===== src/rtl/mem_responder_pkg.sv =====
// ============================================================================
//  Module   : mem_responder_pkg
//  Purpose  : Shared word width, responder state encoding and address-range
//             helper for the mem_responder slice.
//  Revision : 1.0 - initial release
// ============================================================================
`default_nettype none

package mem_responder_pkg;

   // Width of one stored word and of the rdata/wdata buses
   localparam int c_WORD = 16;

   // Responder handshake states
   localparam logic [1:0] c_ST_IDLE    = 2'd0;
   localparam logic [1:0] c_ST_WAIT    = 2'd1;
   localparam logic [1:0] c_ST_RESPOND = 2'd2;
   localparam logic [1:0] c_ST_RELEASE = 2'd3;

   // True when a zero-extended word address maps onto real storage
   function automatic logic in_range(input logic [31:0] a, input int depth);
      return a < 32'(depth);
   endfunction

endpackage

`default_nettype wire


===== src/rtl/mem_responder_mem_array.sv =====
// ============================================================================
//  Module   : mem_array
//  Purpose  : DEPTH x WIDTH word storage, synchronous write, combinational
//             read. Out-of-range reads return zero, out-of-range writes are
//             ignored. Contents are deliberately not reset.
//  Revision : 1.0 - initial release
// ============================================================================
`default_nettype none

module mem_array
   import mem_responder_pkg::*;
#(
   parameter int DEPTH  = 31,
   parameter int ADDR_W = 5,
   parameter int WIDTH  = c_WORD
) (
   input  logic              clk,
   input  logic              we,
   input  logic [ADDR_W-1:0] addr,
   input  logic [WIDTH-1:0]  wdata,
   output logic [WIDTH-1:0]  rdata
);

   logic [WIDTH-1:0] r_mem [DEPTH];
   logic             w_in_range;

   assign w_in_range = in_range(32'(addr), DEPTH);

   // Storage write; no reset so contents survive a responder reset
   always_ff @(posedge clk) begin
      if (we && w_in_range) begin
         r_mem[addr] <= wdata;
      end
   end

   // Combinational read with zero for addresses beyond the array
   always_comb begin
      rdata = '0;
      if (w_in_range) begin
         rdata = r_mem[addr];
      end
   end

endmodule

`default_nettype wire


===== src/rtl/mem_responder.sv =====
// ============================================================================
//  Module   : mem_responder
//  Purpose  : Four-phase req/mfc memory responder with programmable wait
//             states in front of a mem_array word store.
//  Options  : MEM_RESPONDER_ERR_EN - when defined, out-of-range accesses
//             complete with err=1; otherwise err is held at 0.
//  Revision : 1.0 - initial release
// ============================================================================
`default_nettype none

module mem_responder
   import mem_responder_pkg::*;
#(
   parameter int DEPTH       = 31,
   parameter int ADDR_W      = 5,
   parameter int WAIT_CYCLES = 2
) (
   input  logic              clk,
   input  logic              rst_n,
   input  logic              req,
   input  logic              we,
   input  logic [ADDR_W-1:0] addr,
   input  logic [c_WORD-1:0] wdata,
   output logic [c_WORD-1:0] rdata,
   output logic              mfc,
   output logic              busy,
   output logic              err
);

`ifdef MEM_RESPONDER_ERR_EN
   localparam logic c_ERR_EN = 1'b1;
`else
   localparam logic c_ERR_EN = 1'b0;
`endif

   logic [1:0]        r_state;
   logic [3:0]        r_cnt;
   logic              r_we;
   logic [ADDR_W-1:0] r_addr;
   logic [c_WORD-1:0] r_wdata;
   logic [c_WORD-1:0] r_rdata;
   logic              r_err;

   logic              w_exec;
   logic              w_in_range;
   logic              w_mem_we;
   logic [c_WORD-1:0] w_mem_rdata;

   // The access happens exactly once, on the edge that leaves WAIT
   assign w_exec     = (r_state == c_ST_WAIT) && (r_cnt == 4'd0);
   assign w_in_range = in_range(32'(r_addr), DEPTH);
   assign w_mem_we   = w_exec && r_we && w_in_range;

   mem_array #(
      .DEPTH  (DEPTH),
      .ADDR_W (ADDR_W),
      .WIDTH  (c_WORD)
   ) u_mem (
      .clk   (clk),
      .we    (w_mem_we),
      .addr  (r_addr),
      .wdata (r_wdata),
      .rdata (w_mem_rdata)
   );

   // Handshake state machine, request latch, wait counter and response regs
   always_ff @(posedge clk or negedge rst_n) begin
      if (!rst_n) begin
         r_state <= c_ST_IDLE;
         r_cnt   <= 4'd0;
         r_we    <= 1'b0;
         r_addr  <= '0;
         r_wdata <= '0;
         r_rdata <= '0;
         r_err   <= 1'b0;
      end else begin
         case (r_state)
            c_ST_IDLE: begin
               if (req) begin
                  r_we    <= we;
                  r_addr  <= addr;
                  r_wdata <= wdata;
                  r_cnt   <= 4'(WAIT_CYCLES);
                  r_state <= c_ST_WAIT;
               end
            end
            c_ST_WAIT: begin
               if (r_cnt == 4'd0) begin
                  // Writes leave rdata untouched; out-of-range reads give zero
                  if (!r_we) begin
                     r_rdata <= w_in_range ? w_mem_rdata : '0;
                  end
                  r_err   <= c_ERR_EN & ~w_in_range;
                  r_state <= c_ST_RESPOND;
               end else begin
                  r_cnt <= r_cnt - 4'd1;
               end
            end
            c_ST_RESPOND: begin
               // An early req drop falls straight through after one cycle
               if (!req) begin
                  r_state <= c_ST_RELEASE;
               end
            end
            default: begin
               // RELEASE: one guaranteed idle cycle before the next accept
               r_state <= c_ST_IDLE;
            end
         endcase
      end
   end

   assign mfc   = (r_state == c_ST_RESPOND);
   assign busy  = (r_state == c_ST_WAIT) || (r_state == c_ST_RESPOND);
   assign rdata = r_rdata;
   // Constant-zero when the error option is not built in
   assign err   = r_err;

endmodule

`default_nettype wire


===== config.mk =====
export PLATFORM = sky130hd
export DESIGN_NAME = mem_responder
export DESIGN_NICKNAME = d
export VERILOG_FILES = /design/src/rtl/mem_responder_pkg.sv /design/src/rtl/mem_responder_mem_array.sv /design/src/rtl/mem_responder.sv
export SDC_FILE = /design/constraint.sdc
export NUM_CORES = 1
export LEC_CHECK = 0
export ABC_AREA = 1
export ABC_CLOCK_PERIOD_IN_PS = 3200
export BUFFER_PORTS_ARGS = -buffer_cell sky130_fd_sc_hd__buf_4
export CAP_MARGIN = 0
export CORE_ASPECT_RATIO = 1.4
export CORE_MARGIN = 4
export CORE_UTILIZATION = 46
export DETAILED_ROUTE_END_ITERATION = 7
export GPL_ROUTABILITY_DRIVEN = 0
export PLACE_DENSITY = 0.58
export SYNTH_ARGS = -nofsm -noshare
export SYNTH_HDL_FRONTEND = slang
export SYNTH_SLANG_ARGS = --single-unit

===== constraint.sdc =====
create_clock -name clk -period 3.2 [get_ports clk]
set_input_delay 0.64 -clock clk [delete_from_list [all_inputs] [get_ports clk]]
set_output_delay 0.64 -clock clk [all_outputs]
set_load 0.01 [all_outputs]

==> results.cfg <==
[global_routing]
grt_max_degree = 130
grt_pass1_wl_um = 89500
grt_pass1_vias = 14600
antenna_found_initial = 0
gr-total-overflow = 0
globalRouteTotalUtil_pct = 22.3

[die]
num_rows = 95
die_x_um = 195
start_util_pct = 46.5
dieArea_um2 = 52400
core_um2 = 48100
io-pin-count = 44
dieHeight_um = 269

[synth]
syn_avg_cell_area_um2 = 10.5
syn_inst = 2131
synth_area_leaders = edfxtp_1 (66%), nand2_1 (22%), dfrtp_1 (4.9%)
synth_area_um2 = 22400
synth-seq-area-share_pct = 71.4
synth_top_area_share_pct = 66.5
synth_cell_types = 25
syn_nets = 2162
synth_seq_cells = 540
yosysTopAreaCell = edfxtp_1
synth_warnings = 0

[clock_network]
cts_sinks = 540
hold_buffers = 0
clock_path_buffers = 3
root_buffer = clkbuf_16
cts_tree = built
clkTransAtPathRegs_ns = 0.06
cts-buffers-inserted = 50
insertion_delay_ns = 0.57
cts_htree_levels = 2

[power_and_ir_drop]
p_per_area_nw_per_um2 = 903
ir_worst_vdd_mv = 1.18
power_mw = 22.8
leakagePower_nw = 10.5

[drt]
firstDrtPassIters = 5
drt-total-wl_um = 59500
drc_errors = 0
vias = 14700
wl_per_cell_um = 20.9
drt_iter0_drc = 1287
vias_per_cell = 5.18
antenna_left = 0

[timing]
fin_crit_sh_pct = 92.7
fin_hold_ws_ns = 0.0685
setup_viol = 0
worstMarginPinSlew_ns = 1.27
max_freq_mhz = 337
finalHoldViolations = 0
period_needed_ns = 2.97
maxSlewViolCount = 0
tns_ns = 0
skew_ns = 0.0223
rsz0062_at_grt = no
slew_headroom_pct = 15.0

[setup_path]
r2r_slack_ns = 0.23
arrival_ns = 3.15
critPathKind = reg2reg
required_ns = 3.38
crit_path_end_kind = flip-flop
worstReg2RegStart = r_cnt[0]
startpoint_type = flip-flop
path_max_fanout = 16
reg2reg_to = u_mem.r_mem[17][6]
r2r_cells = 7

[layout]
drive_gt1_share_pct = 10.1
diodes = 0
stdcell_count = 2845
fillCellCount = 4252
final_area_um2 = 25300
layout_common_cells = nand2_1 (1302), edfxtp_1 (496), buf_4 (89), nor2_1 (71), clkbuf_16 (52)
final_common_cell = nand2_1
synthToLayoutAreaGrowth_pct = 12.7
nNetsFinal = 2206

[place]
place_area_um2 = 23500
place_inst = 2753
portBuffers = 42
hpwlAfterDp_um = 35300

[run]
drv_cap = 0

[worst_hold_path]
hold_class = in2async

[run_status]
outcome = finished, final reports clean
-- where the power goes --
group | leakage (nW) | internal, mW | switching [mW]
Combinational | 4.62 | 1.67 | 3.95
Sequential | 5.00 | 8.98 | 1.76
Clock | 0.869 | 3.89 | 2.55
-- sequential cells by signal, indices dropped and copies added, names as in the netlist --
register,cells
rdata,16
r_cnt,4
u_mem.r_mem,496
r_addr,5
r_wdata,16
r_state,2
r_we,1
-- through the flow --
stage | utilization [%] | worst slack [ns]
floorplan | - | 0.711
global placement | 48.7 | 0.182
detailed placement | 48.7 | 0.110
CTS | 52.4 | 0.0772
global route | 52.5 | 0.0653
finish | 52.5 | 0.234
-- layer usage --
| layer | wire length, um | up-vias | global-route usage, % | part of all wire, % |
|---|---|---|---|---|
| met5 | 0 | - | 0 | 0 |
| met4 | 2480 | 0 | 8.72 | 4.2 |
| met3 | 3190 | 128 | 2.20 | 5.4 |
| met2 | 30000 | 462 | 38.4 | 50 |
| met1 | 23800 | 7139 | 29.4 | 40 |
| li1 | - | 7008 | - | - |
-- Yosys cell counts --
master	number
inv_1	16
clkbuf_1	29
xor2_1	1
buf_6	1
buf_2	40
o21ai_0	3
a31oi_1	1
dfrtp_1	44
nand2_1	1302
nor2_1	76
nor2_4	1
nor2_2	2
a21oi_1	10
buf_4	16
nor3_2	8
o31ai_1	1
conb_1	1
nand3_1	39
inv_2	6
buf_1	14
edfxtp_1	496
mux2_2	16
nor3b_2	1
o21a_1	1
ha_1	6
-- worst max-delay path, cell delays in order (launching register included) --
cell	delay [ns]
dfrtp_1	0.36
inv_1	0.14
ha_1	0.17
nor3b_2	0.22
nand2_1	0.16
nor3_2	0.29
nand3_1	0.23
nor2_1	1.00
-- logic make-up after synthesis --
group / share of synthesized area, %
other cells: 0.0167
simple gates: 24.5
fa+ha+maj: 0.335
flops: 71.4
xor+xnor: 0.0391
mux: 0.804
compound gates: 0.385
buf+inv: 2.57
-- layout make-up --
| class | instances | area [um^2] | area share (%) |
|---|---|---|---|
| inverters | 22 | 90.1 | 0.357 |
| multi-input cells | 1469 | 5850 | 23.2 |
| flip-flops and latches | 540 | 16000 | 63.4 |
| repair buffers | 92 | 728 | 2.88 |
| clock buffers | 67 | 1410 | 5.57 |
| clock inverters | 25 | 373 | 1.48 |
| well taps | 630 | 788 | 3.12 |
-- worst max path at each step --
| stage | startpoint | end | slack, ns | cells past startpoint |
|---|---|---|---|---|
| 6_report | r_cnt[0] | u_mem.r_mem[17][6] | 0.23 | 7 |
| 5_1_grt | r_cnt[0] | u_mem.r_mem[17][6] | 0.07 | 7 |
| 4_1_cts | r_cnt[0] | u_mem.r_mem[7][1] | 0.08 | 8 |
| 3_5_place_dp | r_cnt[0] | u_mem.r_mem[7][5] | 0.11 | 8 |
| 3_3_place_gp | r_cnt[0] | u_mem.r_mem[7][8] | 0.18 | 8 |
| 2_1_floorplan | r_state[1] | u_mem.r_mem[10][0] | 0.71 | 7 |
-- repair_timing --
action,CTS,global route
buffers inserted,0,0
gates resized for setup,0,3
setup endpoints to repair,0,48
No activity file was read; power rests on OpenSTA's default activity.
